$ cat config.mk
export PLATFORM = sky130hd
export DESIGN_NAME = mac_tx_crc_append
export DESIGN_NICKNAME = d
export VERILOG_FILES = /design/src/rtl/mac_tx_crc_append.sv
export SDC_FILE = /design/constraint.sdc
export NUM_CORES = 1
export LEC_CHECK = 0
export CAP_MARGIN = 40
export CORE_MARGIN = 2
export CORE_UTILIZATION = 50
export CTS_BUF_LIST = sky130_fd_sc_hd__clkbuf_16
export CTS_CLUSTER_SIZE = 30
export DETAILED_ROUTE_END_ITERATION = 7
export GPL_TIMING_DRIVEN = 0
export HOLD_SLACK_MARGIN = 0.15
export PLACE_DENSITY = 0.68
export SYNTH_ARGS = -nofsm -noshare
export SYNTH_HDL_FRONTEND = slang
export SYNTH_SLANG_ARGS = --single-unit
$ cat constraint.sdc
create_clock -name logic_clk -period 3.6 [get_ports logic_clk]
set_input_delay 1.08 -clock logic_clk [delete_from_list [all_inputs] [get_ports logic_clk]]
set_output_delay 1.08 -clock logic_clk [all_outputs]
set_load 0.01 [all_outputs]
$ cat src/rtl/mac_tx_crc_append.sv
`default_nettype none
// ============================================================================
// Module   : mac_tx_crc_append
// Purpose  : Transmit-side MAC framer. Takes a frame (destination MAC up to
//            the last payload byte) over a valid/ready/last byte stream,
//            prepends preamble/SFD, zero-pads short frames to
//            MIN_FRAME_BYTES, appends the CRC-32 FCS and enforces an
//            IFG_BYTES idle gap after every frame (including aborted ones).
//            A source underrun mid-frame poisons the frame with one
//            err-flagged byte and drains the rest of the frame.
// Ports    : logic_clk           - single clock, one byte per cycle
//            logic_rst           - asynchronous, active-low reset
//            mac_rnet_data_in    - frame byte from network layer
//            mac_rnet_valid_in   - byte valid
//            mac_rnet_ready_out  - byte accepted when valid && ready
//            mac_rnet_last_in    - final byte of the frame
//            mac_tphy_data_out   - byte to PHY (registered)
//            mac_tphy_valid_out  - PHY transmit enable (registered)
//            mac_tphy_err_out    - PHY transmit error (registered)
// Revision : 1.0 - initial release
// ============================================================================
module mac_tx_crc_append #(
   parameter int IFG_BYTES       = 12,
   parameter int MIN_FRAME_BYTES = 60
) (
   input  logic       logic_clk,
   input  logic       logic_rst,
   input  logic [7:0] mac_rnet_data_in,
   input  logic       mac_rnet_valid_in,
   output logic       mac_rnet_ready_out,
   input  logic       mac_rnet_last_in,
   output logic [7:0] mac_tphy_data_out,
   output logic       mac_tphy_valid_out,
   output logic       mac_tphy_err_out
);

   typedef enum logic [2:0] {
      ST_IDLE = 3'd0,
      ST_PRE  = 3'd1,
      ST_DATA = 3'd2,
      ST_PAD  = 3'd3,
      ST_FCS  = 3'd4,
      ST_DROP = 3'd5,
      ST_IFG  = 3'd6
   } state_t;

   localparam logic [31:0] c_crc_poly  = 32'hEDB88320;
   localparam logic [31:0] c_crc_init  = 32'hFFFFFFFF;
   localparam logic [7:0]  c_preamble  = 8'h55;
   localparam logic [7:0]  c_sfd       = 8'hD5;
   localparam logic [11:0] c_min_bytes = 12'(MIN_FRAME_BYTES);
   localparam int          c_ifg_w     = (IFG_BYTES > 1) ? $clog2(IFG_BYTES) : 1;
   localparam logic [c_ifg_w-1:0] c_ifg_last = c_ifg_w'(IFG_BYTES - 1);

   state_t             r_state;
   logic [2:0]         r_pre_cnt;
   logic [1:0]         r_fcs_cnt;
   logic [c_ifg_w-1:0] r_ifg_cnt;
   logic [10:0]        r_byte_cnt;
   logic [31:0]        r_crc;

   logic [31:0] w_crc_data;
   logic [31:0] w_crc_pad;
   logic [31:0] w_fcs;
   logic [7:0]  w_fcs_byte;
   logic [11:0] w_cnt_inc;
   logic [10:0] w_cnt_sat;

   // Reflected CRC-32, one byte per call: the byte enters at the LSB end.
   function automatic logic [31:0] crc32_byte(input logic [31:0] crc,
                                              input logic [7:0]  data);
      logic [31:0] c;
      c = crc ^ {24'h000000, data};
      for (int i = 0; i < 8; i++) begin
         c = c[0] ? ((c >> 1) ^ c_crc_poly) : (c >> 1);
      end
      return c;
   endfunction

   // Ready is decoded from state so the source sees it drop the moment the
   // FSM leaves DATA/DROP (and immediately on async reset).
   assign mac_rnet_ready_out = (r_state == ST_DATA) || (r_state == ST_DROP);

   assign w_crc_data = crc32_byte(r_crc, mac_rnet_data_in);
   assign w_crc_pad  = crc32_byte(r_crc, 8'h00);
   assign w_fcs      = ~r_crc;
   // Unsaturated count including the current byte, used for the pad decision.
   assign w_cnt_inc  = {1'b0, r_byte_cnt} + 12'd1;
   assign w_cnt_sat  = (r_byte_cnt == 11'h7FF) ? r_byte_cnt : (r_byte_cnt + 11'd1);

   // FCS goes out least-significant byte first.
   always_comb begin
      w_fcs_byte = w_fcs[7:0];
      case (r_fcs_cnt)
         2'd0:    w_fcs_byte = w_fcs[7:0];
         2'd1:    w_fcs_byte = w_fcs[15:8];
         2'd2:    w_fcs_byte = w_fcs[23:16];
         default: w_fcs_byte = w_fcs[31:24];
      endcase
   end

   always_ff @(posedge logic_clk or negedge logic_rst) begin
      if (!logic_rst) begin
         r_state            <= ST_IDLE;
         r_pre_cnt          <= 3'd0;
         r_fcs_cnt          <= 2'd0;
         r_ifg_cnt          <= '0;
         r_byte_cnt         <= 11'd0;
         r_crc              <= c_crc_init;
         mac_tphy_data_out  <= 8'h00;
         mac_tphy_valid_out <= 1'b0;
         mac_tphy_err_out   <= 1'b0;
      end else begin
         mac_tphy_data_out  <= 8'h00;
         mac_tphy_valid_out <= 1'b0;
         mac_tphy_err_out   <= 1'b0;

         case (r_state)
            // The first preamble byte leaves on the same edge that sees
            // valid, so the preamble counter starts at 1 in PRE.
            ST_IDLE: begin
               if (mac_rnet_valid_in) begin
                  mac_tphy_data_out  <= c_preamble;
                  mac_tphy_valid_out <= 1'b1;
                  r_pre_cnt          <= 3'd1;
                  r_crc              <= c_crc_init;
                  r_byte_cnt         <= 11'd0;
                  r_state            <= ST_PRE;
               end
            end

            ST_PRE: begin
               mac_tphy_valid_out <= 1'b1;
               mac_tphy_data_out  <= (r_pre_cnt == 3'd7) ? c_sfd : c_preamble;
               r_pre_cnt          <= r_pre_cnt + 3'd1;
               if (r_pre_cnt == 3'd7) begin
                  r_state <= ST_DATA;
               end
            end

            ST_DATA: begin
               mac_tphy_valid_out <= 1'b1;
               if (mac_rnet_valid_in) begin
                  mac_tphy_data_out <= mac_rnet_data_in;
                  r_crc             <= w_crc_data;
                  r_byte_cnt        <= w_cnt_sat;
                  if (mac_rnet_last_in) begin
                     r_fcs_cnt <= 2'd0;
                     r_state   <= (w_cnt_inc < c_min_bytes) ? ST_PAD : ST_FCS;
                  end
               end else begin
                  // Source starved mid-frame: poison the frame on the wire.
                  mac_tphy_data_out <= 8'h00;
                  mac_tphy_err_out  <= 1'b1;
                  r_state           <= ST_DROP;
               end
            end

            ST_PAD: begin
               mac_tphy_valid_out <= 1'b1;
               mac_tphy_data_out  <= 8'h00;
               r_crc              <= w_crc_pad;
               r_byte_cnt         <= w_cnt_sat;
               if (w_cnt_inc == c_min_bytes) begin
                  r_fcs_cnt <= 2'd0;
                  r_state   <= ST_FCS;
               end
            end

            ST_FCS: begin
               mac_tphy_valid_out <= 1'b1;
               mac_tphy_data_out  <= w_fcs_byte;
               r_fcs_cnt          <= r_fcs_cnt + 2'd1;
               if (r_fcs_cnt == 2'd3) begin
                  r_ifg_cnt <= '0;
                  r_state   <= ST_IFG;
               end
            end

            ST_DROP: begin
               if (mac_rnet_valid_in && mac_rnet_last_in) begin
                  r_ifg_cnt <= '0;
                  r_state   <= ST_IFG;
               end
            end

            ST_IFG: begin
               if (r_ifg_cnt == c_ifg_last) begin
                  r_state <= ST_IDLE;
               end else begin
                  r_ifg_cnt <= r_ifg_cnt + 1'b1;
               end
            end

            default: r_state <= ST_IDLE;
         endcase
      end
   end

endmodule
`default_nettype wire
==> impl_metrics.tcl <==
set metrics [dict create \
    status "finished clean" \
    cts-root-buf "clkbuf_16" \
    grt_max_degree 66 \
    ant_nets 0 \
    fmax_ghz 0.286 \
    synth_top_area_share_pct 17.3 \
    floorplan.io_pins 23 \
    worstMarginPinSlew_ns 0.912 \
    cellLeakagePower_nw 2.15 \
    fin_worst_skew_ns 0.00678 \
    synth_fp_nets 551 \
    core-area_um2 9590 \
    row_count 36 \
    drc 0 \
    fin_crit_sh_pct 97.1 \
    grtUsageMet2_pct 41.5 \
    yosys.area.top_type "dfstp_2" \
    grt_util_all_layers_pct 27.1 \
    fp.dieH_um 103 \
    drt_iter0_drc 294 \
    cp-end-kind "register" \
    diodes 0 \
    cts_sinks 65 \
    initial_core_util_pct 50.7 \
    met1_usage_pct 36.9 \
    powerDensity_nw_per_um2 1140 \
    worstSkewPairLatency_ns 0.34 \
    ys_ff_latch 65 \
    drtPass1Iterations 5 \
    cts_tree "built" \
    critPathLaunchType "input pin" \
    numCtsBuffers 9 \
    fp.dieW_um 103 \
    synthCells 531 \
    vias 4147 \
    port-buffer-count 21 \
    grt_util_met3_pct 5.29 \
    wire_per_inst_um 19.5 \
    grt_busiest_layer "met2" \
    gp_congestion 0.918 \
    fin_ws_ns 0.105 \
    synth-main-ff-cell "dfrtp_1" \
    ys_types 63 \
    drv_slew 0 \
    syn2layout_area_growth_pct 13.9 \
    synth-async-reset-ratio_pct 100 \
    mostFrequentLayoutCell "xnor2_1" \
    gr-total-overflow 0 \
    ys_top_cells_by_area "dfstp_2 (17%), dfrtp_1 (17%), xnor2_1 (17%)" \
    dpl_cell_area_um2 5250 \
    crit_arrival_ns 3.74 \
    nets 583 \
    cts.reportedPaths.clkPinSlew_ns 0.06 \
    layout_min_cycle_time_ns 3.50 \
    cp.required_ns 3.84 \
    postCtsSetupRepairBufs 0 \
    max-cap-violations 0 \
    dp_hpwl_mm 9.53 \
    netlist_area_um2 4870 \
    vias_per_cell 5.92 \
    drive_gt1_share_pct 13.4 \
    finalHoldViolCount 0 \
    grt_pass1_wl_mm 21.3 \
    setup_viol 0 \
    cts_buffer_depth 2 \
    synth.avg_cell_area_um2 9.17 \
    finalWirelength_mm 13.7 \
    dieArea_um2 10500 \
    ff2ff_path_depth 7 \
    yosysSeqAreaShare_pct 34.2 \
    synth_edf_count 0 \
    rsz0062_at_grt "no" \
    slew_headroom_pct 38.8 \
    yosys_warnings 0 \
    preCtsSetupSlack_ns -0.0872 \
    crit_type "input pin to register" \
    ir_worst_vdd_v 0.000417 \
    crit_fanout 5 \
    holdPathStages 2 \
    hp-class "register to register" \
    antenna_found_initial 0 \
    grt_pass1_vias 3920 \
    htreeDepth 3 \
    final_cell_mix "xnor2_1 (93), nor2_1 (48), a21oi_1 (39), dfrtp_1 (33), dfstp_2 (32)" \
    finalInstanceArea_um2 5540 \
]
## stage by stage
step                      hold WS [ns]  util [%]  power [mW]  setup TNS, ns  instances
after floorplan                  0.455         -        4.42              0        531
after global placement           0.467      54.7        5.28         -23.34        685
after detailed placement         0.468      54.7        5.34         -0.246        686
after CTS                        0.496      57.8        6.25              0        702
after global routing             0.513      57.8        6.66              0        701
final                            0.493      57.8        6.30              0        701
## final timing paths
| check | slack [ns] | startpoint | endpoint |
|---|---|---|---|
| min | 0.49 | r_crc[8] | r_crc[8] |
| max in group asynchronous | 2.22 | logic_rst | mac_tphy_data_out[6] |
| max reg2reg | 0.78 | r_crc[2] | r_crc[19] |
| min reg2reg | 0.49 | r_crc[8] | r_crc[8] |
| max | 0.10 | mac_rnet_data_in[0] | r_crc[19] |
| min in group asynchronous | 0.84 | logic_rst | r_ifg_cnt[2] |
## synth_stat cells (3+ instances only)
cell	count
nor2b_1	6
nor3_1	9
o22a_1	3
ha_1	8
nand3_1	12
a31oi_1	7
a22oi_1	3
nand2b_1	5
a211oi_1	8
a21oi_1	39
mux2i_1	5
inv_1	13
buf_2	7
and3_1	5
o311ai_0	3
clkbuf_1	22
and4_1	3
dfstp_2	32
dfrtp_1	33
nor2_1	48
o21ai_0	29
xor2_1	24
nand2_1	30
o22ai_1	13
nand4_1	5
a221oi_1	6
and3b_1	3
o31ai_1	6
xnor2_1	93
a22o_1	4
o221ai_1	3
## registers in the layout, indices dropped and copies added, names as in the netlist
| register | cells |
|---|---|
| r_crc | 32 |
| r_pre_cnt | 3 |
| mac_tphy_err_out | 1 |
| r_fcs_cnt | 2 |
| r_state | 3 |
| r_byte_cnt | 11 |
| mac_tphy_valid_out | 1 |
| mac_tphy_data_out | 8 |
| r_ifg_cnt | 4 |
## cell type report
| type | count | area, µm² |
|---|---|---|
| Fill cell | 880 | 4050 |
| Multi-Input combinational cell | 416 | 2980 |
| Sequential cell | 65 | 1670 |
| Clock buffer | 9 | 225 |
| Timing Repair Buffer | 22 | 215 |
| Tap cell | 133 | 166 |
| Buffer | 35 | 165 |
| Clock inverter | 7 | 70.1 |
| Inverter | 14 | 52.6 |
## per-layer routing
layer	vias to the layer above	wire length, µm
li1	1942	-
met1	1990	6110
met2	176	6200
met3	39	965
met4	0	384
met5	-	0
## report_power, final
group	total, mW	switching (mW)	leakage [nW]	internal (mW)
clock	0.876	0.342	0.135	0.534
combinational	4.11	2.27	1.25	1.84
sequential	1.31	0.229	0.772	1.08
total	6.30	2.84	2.15	3.46
## logic make-up after synthesis
| logic type | share of synthesized area, % |
|---|---|
| compound gates | 19.2 |
| fa+ha+maj | 2.06 |
| flops | 34.2 |
| mux | 1.49 |
| xor+xnor | 25.8 |
| simple gates | 12.7 |
| buf+inv | 4.52 |
## worst max-delay path, cell delays in order
cell	delay, ns
clkdlybuf4s50_1	0.54
xnor2_1	0.44
xor3_2	0.54
xnor3_1	0.46
xnor2_1	0.17
a221oi_1	0.42
a21oi_1	0.09
## what timing repair did
action | in CTS | in global routing
resized for setup | 0 | 1
hold buffers | 0 | 0
setup endpoints to repair | 0 | 1
Note: power is estimated with default switching activity, not from simulation.
